File: config.mk
export PLATFORM = sky130hd
export DESIGN_NAME = adc_deserializer
export DESIGN_NICKNAME = d
export VERILOG_FILES = /design/src/rtl/adc_pkg.sv /design/src/rtl/adc_deser_outreg.sv /design/src/rtl/adc_deserializer.sv
export SDC_FILE = /design/constraint.sdc
export NUM_CORES = 1
export LEC_CHECK = 0
export CAP_MARGIN = 20
export CORE_MARGIN = 3
export CORE_UTILIZATION = 48
export CTS_BUF_LIST = sky130_fd_sc_hd__clkbuf_4
export CTS_CLUSTER_SIZE = 14
export DETAILED_ROUTE_END_ITERATION = 8
export MAX_ROUTING_LAYER = met4
export PLACE_DENSITY = 0.74
export SLEW_MARGIN = 20
export SYNTH_ARGS = -nofsm -noshare
export SYNTH_HDL_FRONTEND = slang
export SYNTH_SLANG_ARGS = --single-unit
export TNS_END_PERCENT = 50
File: constraint.sdc
create_clock -name clk -period 1.7 [get_ports clk]
set_input_delay 0.34 -clock clk [delete_from_list [all_inputs] [get_ports clk]]
set_output_delay 0.34 -clock clk [all_outputs]
set_load 0.05 [all_outputs]
File: src/rtl/adc_pkg.sv
// Shared definitions for the ADC serial deserializer and the downstream packetiser.
package adc_pkg;

    localparam int unsigned ADC_DATA_W   = 12;
    localparam int unsigned ADC_CHANNELS = 4;

    typedef enum logic {
        ST_HUNT  = 1'b0,
        ST_SHIFT = 1'b1
    } adc_state_e;

    // Channel index width: clog2 with a floor of one bit.
    function automatic int unsigned adc_cw(input int unsigned n);
        return (n <= 1) ? 1 : $clog2(n);
    endfunction

endpackage

File: src/rtl/adc_deser_outreg.sv
// One-entry valid/ready holding register: loads completed samples, drops them and
// flags a sticky overrun when the held sample has not yet been accepted.
module adc_deser_outreg #(
    parameter int unsigned W = 16
) (
    input  logic         clk,
    input  logic         rst,
    input  logic         load,
    input  logic [W-1:0] din,
    input  logic         ready,
    input  logic         clr,
    output logic [W-1:0] dout,
    output logic         valid,
    output logic         overrun
);

    logic accept_c;
    logic drop_c;

    assign accept_c = valid && ready;
    assign drop_c   = load && valid && !ready;

    always_ff @(posedge clk) begin
        if (rst) begin
            dout    <= '0;
            valid   <= 1'b0;
            overrun <= 1'b0;
        end else begin
            if (load && (!valid || ready)) begin
                dout  <= din;
                valid <= 1'b1;
            end else if (accept_c) begin
                valid <= 1'b0;
            end
            // A drop in the same cycle as a clear keeps the flag set.
            if (drop_c) begin
                overrun <= 1'b1;
            end else if (clr) begin
                overrun <= 1'b0;
            end
        end
    end

endmodule

File: src/rtl/adc_deserializer.sv
// Serial-to-parallel ADC front end with frame sync and round-robin channel tagging.
// Define ADC_DESER_PARITY_EN to append an even-parity bit to every sample word.
module adc_deserializer
    import adc_pkg::*;
#(
    parameter int unsigned DATA_W    = ADC_DATA_W,
    parameter int unsigned CHANNELS  = ADC_CHANNELS,
    parameter int unsigned MSB_FIRST = 1
) (
    input  logic                          clk,
    input  logic                          rst,
    input  logic                          in,
    input  logic                          bit_en,
    input  logic                          frame,
    output logic [DATA_W-1:0]             out_data,
    output logic [adc_cw(CHANNELS)-1:0]   out_chan,
    output logic                          out_valid,
    input  logic                          out_ready,
    output logic                          overrun,
    output logic                          sync_err,
    output logic                          parity_err,
    input  logic                          clr_flags
);

    localparam int unsigned CW = adc_cw(CHANNELS);
`ifdef ADC_DESER_PARITY_EN
    localparam int unsigned WL = DATA_W + 1;
`else
    localparam int unsigned WL = DATA_W;
`endif
    localparam int unsigned BCW = $clog2(WL + 1);
    localparam int unsigned OW  = DATA_W + CW;

    adc_state_e        state, state_nxt;
    logic [DATA_W-1:0] sreg, sreg_nxt;
    logic [DATA_W-1:0] shifted, loaded, sample_c;
    logic [BCW-1:0]    bit_cnt, bit_cnt_nxt;
    logic [CW-1:0]     chan_cnt, chan_cnt_nxt;
    logic              done_c;
    logic              sync_err_nxt;
    logic              parity_err_nxt;
    logic [OW-1:0]     held;

    // Shift-in value for a continuing sample and load value for bit 0 of a new frame.
    always_comb begin
        if (MSB_FIRST != 0) begin
            shifted = {sreg[DATA_W-2:0], in};
            loaded  = {{(DATA_W-1){1'b0}}, in};
        end else begin
            shifted = {in, sreg[DATA_W-1:1]};
            loaded  = {in, {(DATA_W-1){1'b0}}};
        end
    end

    always_ff @(posedge clk) begin
        if (rst) begin
            state      <= ST_HUNT;
            sreg       <= '0;
            bit_cnt    <= '0;
            chan_cnt   <= '0;
            sync_err   <= 1'b0;
            parity_err <= 1'b0;
        end else begin
            state      <= state_nxt;
            sreg       <= sreg_nxt;
            bit_cnt    <= bit_cnt_nxt;
            chan_cnt   <= chan_cnt_nxt;
            sync_err   <= sync_err_nxt;
            parity_err <= parity_err_nxt;
        end
    end

    always_comb begin
        state_nxt      = state;
        sreg_nxt       = sreg;
        bit_cnt_nxt    = bit_cnt;
        chan_cnt_nxt   = chan_cnt;
        done_c         = 1'b0;
        sync_err_nxt   = 1'b0;
        parity_err_nxt = 1'b0;
        sample_c       = shifted;
        case (state)
            ST_HUNT: begin
                if (bit_en && frame) begin
                    state_nxt    = ST_SHIFT;
                    sreg_nxt     = loaded;
                    bit_cnt_nxt  = BCW'(1);
                    chan_cnt_nxt = '0;
                end
            end
            ST_SHIFT: begin
                if (bit_en) begin
                    if (frame && ((bit_cnt != '0) || (chan_cnt != '0))) begin
                        // Misplaced frame: abandon the partial word and resync.
                        sync_err_nxt = 1'b1;
                        sreg_nxt     = loaded;
                        bit_cnt_nxt  = BCW'(1);
                        chan_cnt_nxt = '0;
                    end else begin
`ifdef ADC_DESER_PARITY_EN
                        sample_c = sreg;
                        if (bit_cnt < BCW'(DATA_W)) begin
                            sreg_nxt = shifted;
                        end else begin
                            parity_err_nxt = (in != ^sreg);
                        end
`else
                        sreg_nxt = shifted;
`endif
                        if (bit_cnt == BCW'(WL - 1)) begin
                            done_c       = 1'b1;
                            bit_cnt_nxt  = '0;
                            chan_cnt_nxt = (chan_cnt == CW'(CHANNELS - 1)) ? '0 : chan_cnt + 1'b1;
                        end else begin
                            bit_cnt_nxt = bit_cnt + 1'b1;
                        end
                    end
                end
            end
            default: state_nxt = ST_HUNT;
        endcase
    end

    adc_deser_outreg #(
        .W (OW)
    ) u_outreg (
        .clk     (clk),
        .rst     (rst),
        .load    (done_c),
        .din     ({sample_c, chan_cnt}),
        .ready   (out_ready),
        .clr     (clr_flags),
        .dout    (held),
        .valid   (out_valid),
        .overrun (overrun)
    );

    assign out_data = held[OW-1:CW];
    assign out_chan = held[CW-1:0];

endmodule

### Word level (Yosys, flattened, before mapping)

Cells that the tools add are included.

* register bits: 35
* input bits: 7

* reductions and logical operators: 17
* mux-type cells: 26
* equality and inequality tests: 5
* bitwise gates (word level): 2
* add/sub/neg operators: 2

Operator list (count)
* $mux 11: 3
* $pmux 11 s2: 1
* $mux 4: 4
* $mux 1: 11
* $mux 2: 5
* $pmux 4 s2: 1
* $logic_and 1x1->1: 6
* $reduce_bool 2->1: 3
* $add 4x1->4 const B: 1
* $eq 4x4->1 const B: 1
* $ne 2x2->1 const B: 2
* $pmux 2 s2: 1
* $reduce_bool 4->1: 1
* $ne 3x1->1 const B: 1
* $reduce_and 3->1: 1
* $reduce_or 3->1: 1
* $add 2x1->2 const B: 1
* $eq 2x2->1 const B: 1
* $logic_not 1->1: 2
* $logic_or 1x1->1: 2
* $not 1->1: 2
* $reduce_and 2->1: 1

### Depth between registers and ports, before layout

* word-level depth: 9
* mapped depth: 7

### Hierarchy

From an unflattened synthesis, not the netlist that was laid out.

* cells, all modules: 161
* area total of the unflattened synthesis: 1589.0 sq um

Modules (own cells, without submodules)
* adc_deserializer: area an instance 865.8 sq um, sequential area each 380.4 sq um, times used 1, cells an instance 91
* adc_deser_outreg: area an instance 723.2 sq um, sequential area each 320.3 sq um, times used 1, cells an instance 70

### Worst setup path after synthesis

Ideal clock, no wire load.

* kind: register -> register
* from: register bit_cnt[1]
* to: register u_outreg.dout[12]
* clock period less this slack: 1.690 ns
* data arrival time: 1.563 ns
* cell stages (with the launch flop): 7
* setup slack: 0.010 ns
* library setup time: 0.128 ns
* buffers on the path: 1
* path through: dfxtp_1 -> ha_1 -> nand3b_4 -> nor4b_4 -> buf_6 -> mux2i_1 -> nor2_1

* cells in the longest elaborated chain, start to end: 7
* elaborated cells between the ends (all ways): 9
* classes of those cells: eq/ne: 1; mux: 4; reduce/logical: 4

RTL lines
* from (decl): line adc_deserializer.sv:37 `logic [BCW-1:0] bit_cnt, bit_cnt_nxt;`
* from (signal assigned): line adc_deserializer.sv:66 `bit_cnt <= bit_cnt_nxt;`
* $reduce_bool 4->1: line adc_deserializer.sv:93 `if (frame && ((bit_cnt != '0) || (chan_cnt != '0))) begin`
* $logic_or 1x1->1: line adc_deserializer.sv:93
* $logic_and 1x1->1: line adc_deserializer.sv:93
* $mux 1 (*): line adc_deserializer.sv:93
* $mux 1 (*): line adc_deserializer.sv:92 `if (bit_en) begin`
* $mux 1 (*): line adc_deserializer.sv:82 `case (state)`
* $logic_and 1x1->1 (*): line adc_deser_outreg.sv:29 `if (load && (!valid || ready)) begin`
* to (signal assigned): line adc_deser_outreg.sv:30 `dout <= din;`
* to (decl): line adc_deser_outreg.sv:12 `output logic [W-1:0] dout,`

Mark *: on every way between the ends. The rest lies on a longest branch, timed or not.
A chain may end at the register's enable or synchronous reset.

### Worst setup path in the final report

* from: register bit_cnt[1]
* to: register u_outreg.dout[13]

Same word-level chain as after synthesis.

==> results.cfg <==
[worst_hold_path]
hp-class = flip-flop to flip-flop

[setup_path]
critPathLaunchType = flip-flop
path_cells = ha_4, nand3b_4, nor4b_4, buf_6, mux2i_1, nor2_1
critPathMaxFanout = 6
crit_type = flip-flop to flip-flop
critPathSlowestCell = dfxtp_1
arrival_ps = 1830
required_ps = 1940
critical_path.max_stage_delay_ps = 420
end_kind = flip-flop
cp_top_family = simple AND/OR/NAND/NOR gates
crit_buf_inv = 1

[layout]
drive_above_1_share = 0.222
diodes = 0
syn_to_final_growth_pct = 28.5
nFillCells = 241
layout.nets = 199

[floorplan]
rows = 19
initial_utilization = 0.512
die_area_um2 = 3660
die_w_um = 60.5
ioPinCount = 25
core_area_um2 = 2780
die_h_um = 60.5

[synth]
synth_seq_cells = 35
syn_area_um2 = 1430
async_reset_ff_frac = 0
synth_area_leaders = dfxtp_1 (49%), mux2i_1 (9.8%), a21oi_1 (6.7%), nor2_1 (4.5%), nand3_1 (4.2%)
synth.most_common_cell = dfxtp_1
synth_top_area_frac = 0.492
yosys_warnings = 0
ys_types = 30
avgSynthCellArea_um2 = 9.25
synth_area_leader_cell = dfxtp_1
ys_seq_area_frac = 0.492
syn_nets = 165
synth-edff-count = 0
synth_ff_type = dfxtp_1
netlist_instances = 154
ys_top_cells_by_count = dfxtp_1 (35), a21oi_1 (19), nor2_1 (17)

[timing]
fin_crit_sh = 0.936
timing.final.crit_period_ps = 1590
grt_setup_unrepaired = false
timing.fmax_ghz = 0.628
hold_violations = 0
slew_violations = 0
fin_hold_ws_ps = 466
setup_violations = 0
totalNegativeSetupSlack_ps = 0
fin_ws_ps = 109
clock_skew_ps = 10.1

[global_routing]
grt_pass1_wl_mm = 5.06
grt_pass1_vias = 1173
grt-ovfl-total = 0
grt_usage = 0.197
antenna_found_initial = 0
grt_max_degree = 20

[route]
dr.pass1.iters = 5
drcViolationCount = 0
viasPerCell = 5.41
post_drt_wl_per_cell_um = 13.0
wl_met2_mm = 1.40
wl_met3_um = 140
m1WireLength_mm = 1.30
drt_iter0_drc = 40
vias = 1191
drt-total-wl_mm = 2.87
ant_nets = 0
top_layer_used = met4

[pwr]
power_leakage_nw = 0.727
ir_drop_uv = 1020
p_per_area_nw_per_um2 = 917
p_total_mw = 1.68

[placed_design]
gp_congestion = 0.802
dpl.hpwl_mm = 2.03
dp_slack_ps = -148
io_buffers = 23

[clocking]
hold_buffers = 0
clkTransAtPathRegs_ps = 110
cts.sinks = 35
htreeDepth = 2
cts.path.max_buffers = 2
clock_latency_ps = 340
numCtsBuffers = 5
cts_tree = built
cts_root_buf = clkbuf_4

[job]
drv_cap = 0

[outcome]
status = completed
-- final timing paths --
kind / cells after the start / endpoint / slack (ps) / from
min: 2 / sreg[10]$_SDFFE_PP0P_ / 470 / sreg[10]$_SDFFE_PP0P_
max reg2reg: 6 / u_outreg.dout[13]$_SDFFE_PP0P_ / 110 / bit_cnt[1]$_SDFFE_PP0P_
max: 6 / u_outreg.dout[13]$_SDFFE_PP0P_ / 110 / bit_cnt[1]$_SDFFE_PP0P_
min reg2reg: 2 / sreg[10]$_SDFFE_PP0P_ / 470 / sreg[10]$_SDFFE_PP0P_
-- stage by stage --
step / area [µm²] / utilization / std cells
global placement: 1710 / 0.614 / 212
global route: 1830 / 0.659 / 220
finish: 1830 / 0.659 / 220
floorplan: 1430 / - / 154
detailed placement: 1710 / 0.614 / 212
CTS: 1810 / 0.652 / 220
-- placed cells by master (no fill, tap or decap), types with 6 or more instances in the layout --
cell / netlist / layout
dfxtp_1: 35 / 35
buf_4: 1 / 29
a21oi_1: 19 / 19
nor2_1: 17 / 17
nand2_1: 15 / 15
mux2i_1: 14 / 14
nand3_1: 12 / 12
inv_1: 6 / 6
clkbuf_4: 0 / 6
clkdlybuf4s50_1: 0 / 6
-- routing by layer --
metal | track usage | up-vias
li1 | - | 597
met1 | 0.209 | 558
met2 | 0.313 | 32
met3 | 0.0809 | 4
met4 | 0.105 | 0
met5 | - | -
-- worst register-to-register path, delay by kind of cell, from the launching register on --
family,cells,cell delay (ps)
buffers and inverters,1,190
AND/OR/NAND/NOR,3,490
multiplexers,1,210
flip-flops,1,420
adder cells (fa/ha/maj),1,190
-- where the power goes --
group	switching, mW	total [mW]	internal (mW)
registers	0.00643	0.831	0.825
clock network	0.271	0.746	0.475
logic	0.0595	0.102	0.0425
total	0.337	1.68	1.34
-- flip-flops by register name, summed over array words and instances, names as in the netlist --
register,count
u_outreg.dout,14
sreg,11
bit_cnt,4
chan_cnt,2
state,1
sync_err,1
u_outreg.overrun,1
u_outreg.valid,1
-- what timing repair did --
action | CTS | global route
endpoints found under the setup margin | 1 | 14
pin swaps | 0 | 1
buffers inserted | 0 | 0
gates resized for setup | 1 | 3
-- layout make-up --
| cell class | count | area (µm²) | area share |
|---|---|---|---|
| inverter | 6 | 22.5 | 0.0123 |
| sequential | 35 | 701 | 0.383 |
| clock buffer | 6 | 45.0 | 0.0246 |
| timing repair buffer | 37 | 300 | 0.164 |
| tap | 31 | 38.8 | 0.0212 |
| clock inverter | 2 | 60.1 | 0.0328 |
| multi-input combinational | 103 | 664 | 0.363 |
-- kinds of logic (layout without fill, tap and decap cells) --
kind of cell / Yosys count / count (layout) / synth area share
flip-flops: 35 / 35 / 0.492
adder cells (fa/ha/maj): 4 / 4 / 0.0351
other: 1 / 1 / 0.00263
multiplexers: 14 / 14 / 0.0983
buffers and inverters: 16 / 51 / 0.0509
AND/OR/NAND/NOR: 56 / 56 / 0.205
AO/OA/AOI/OAI: 28 / 28 / 0.116
Power figures use the tool's default switching activity.
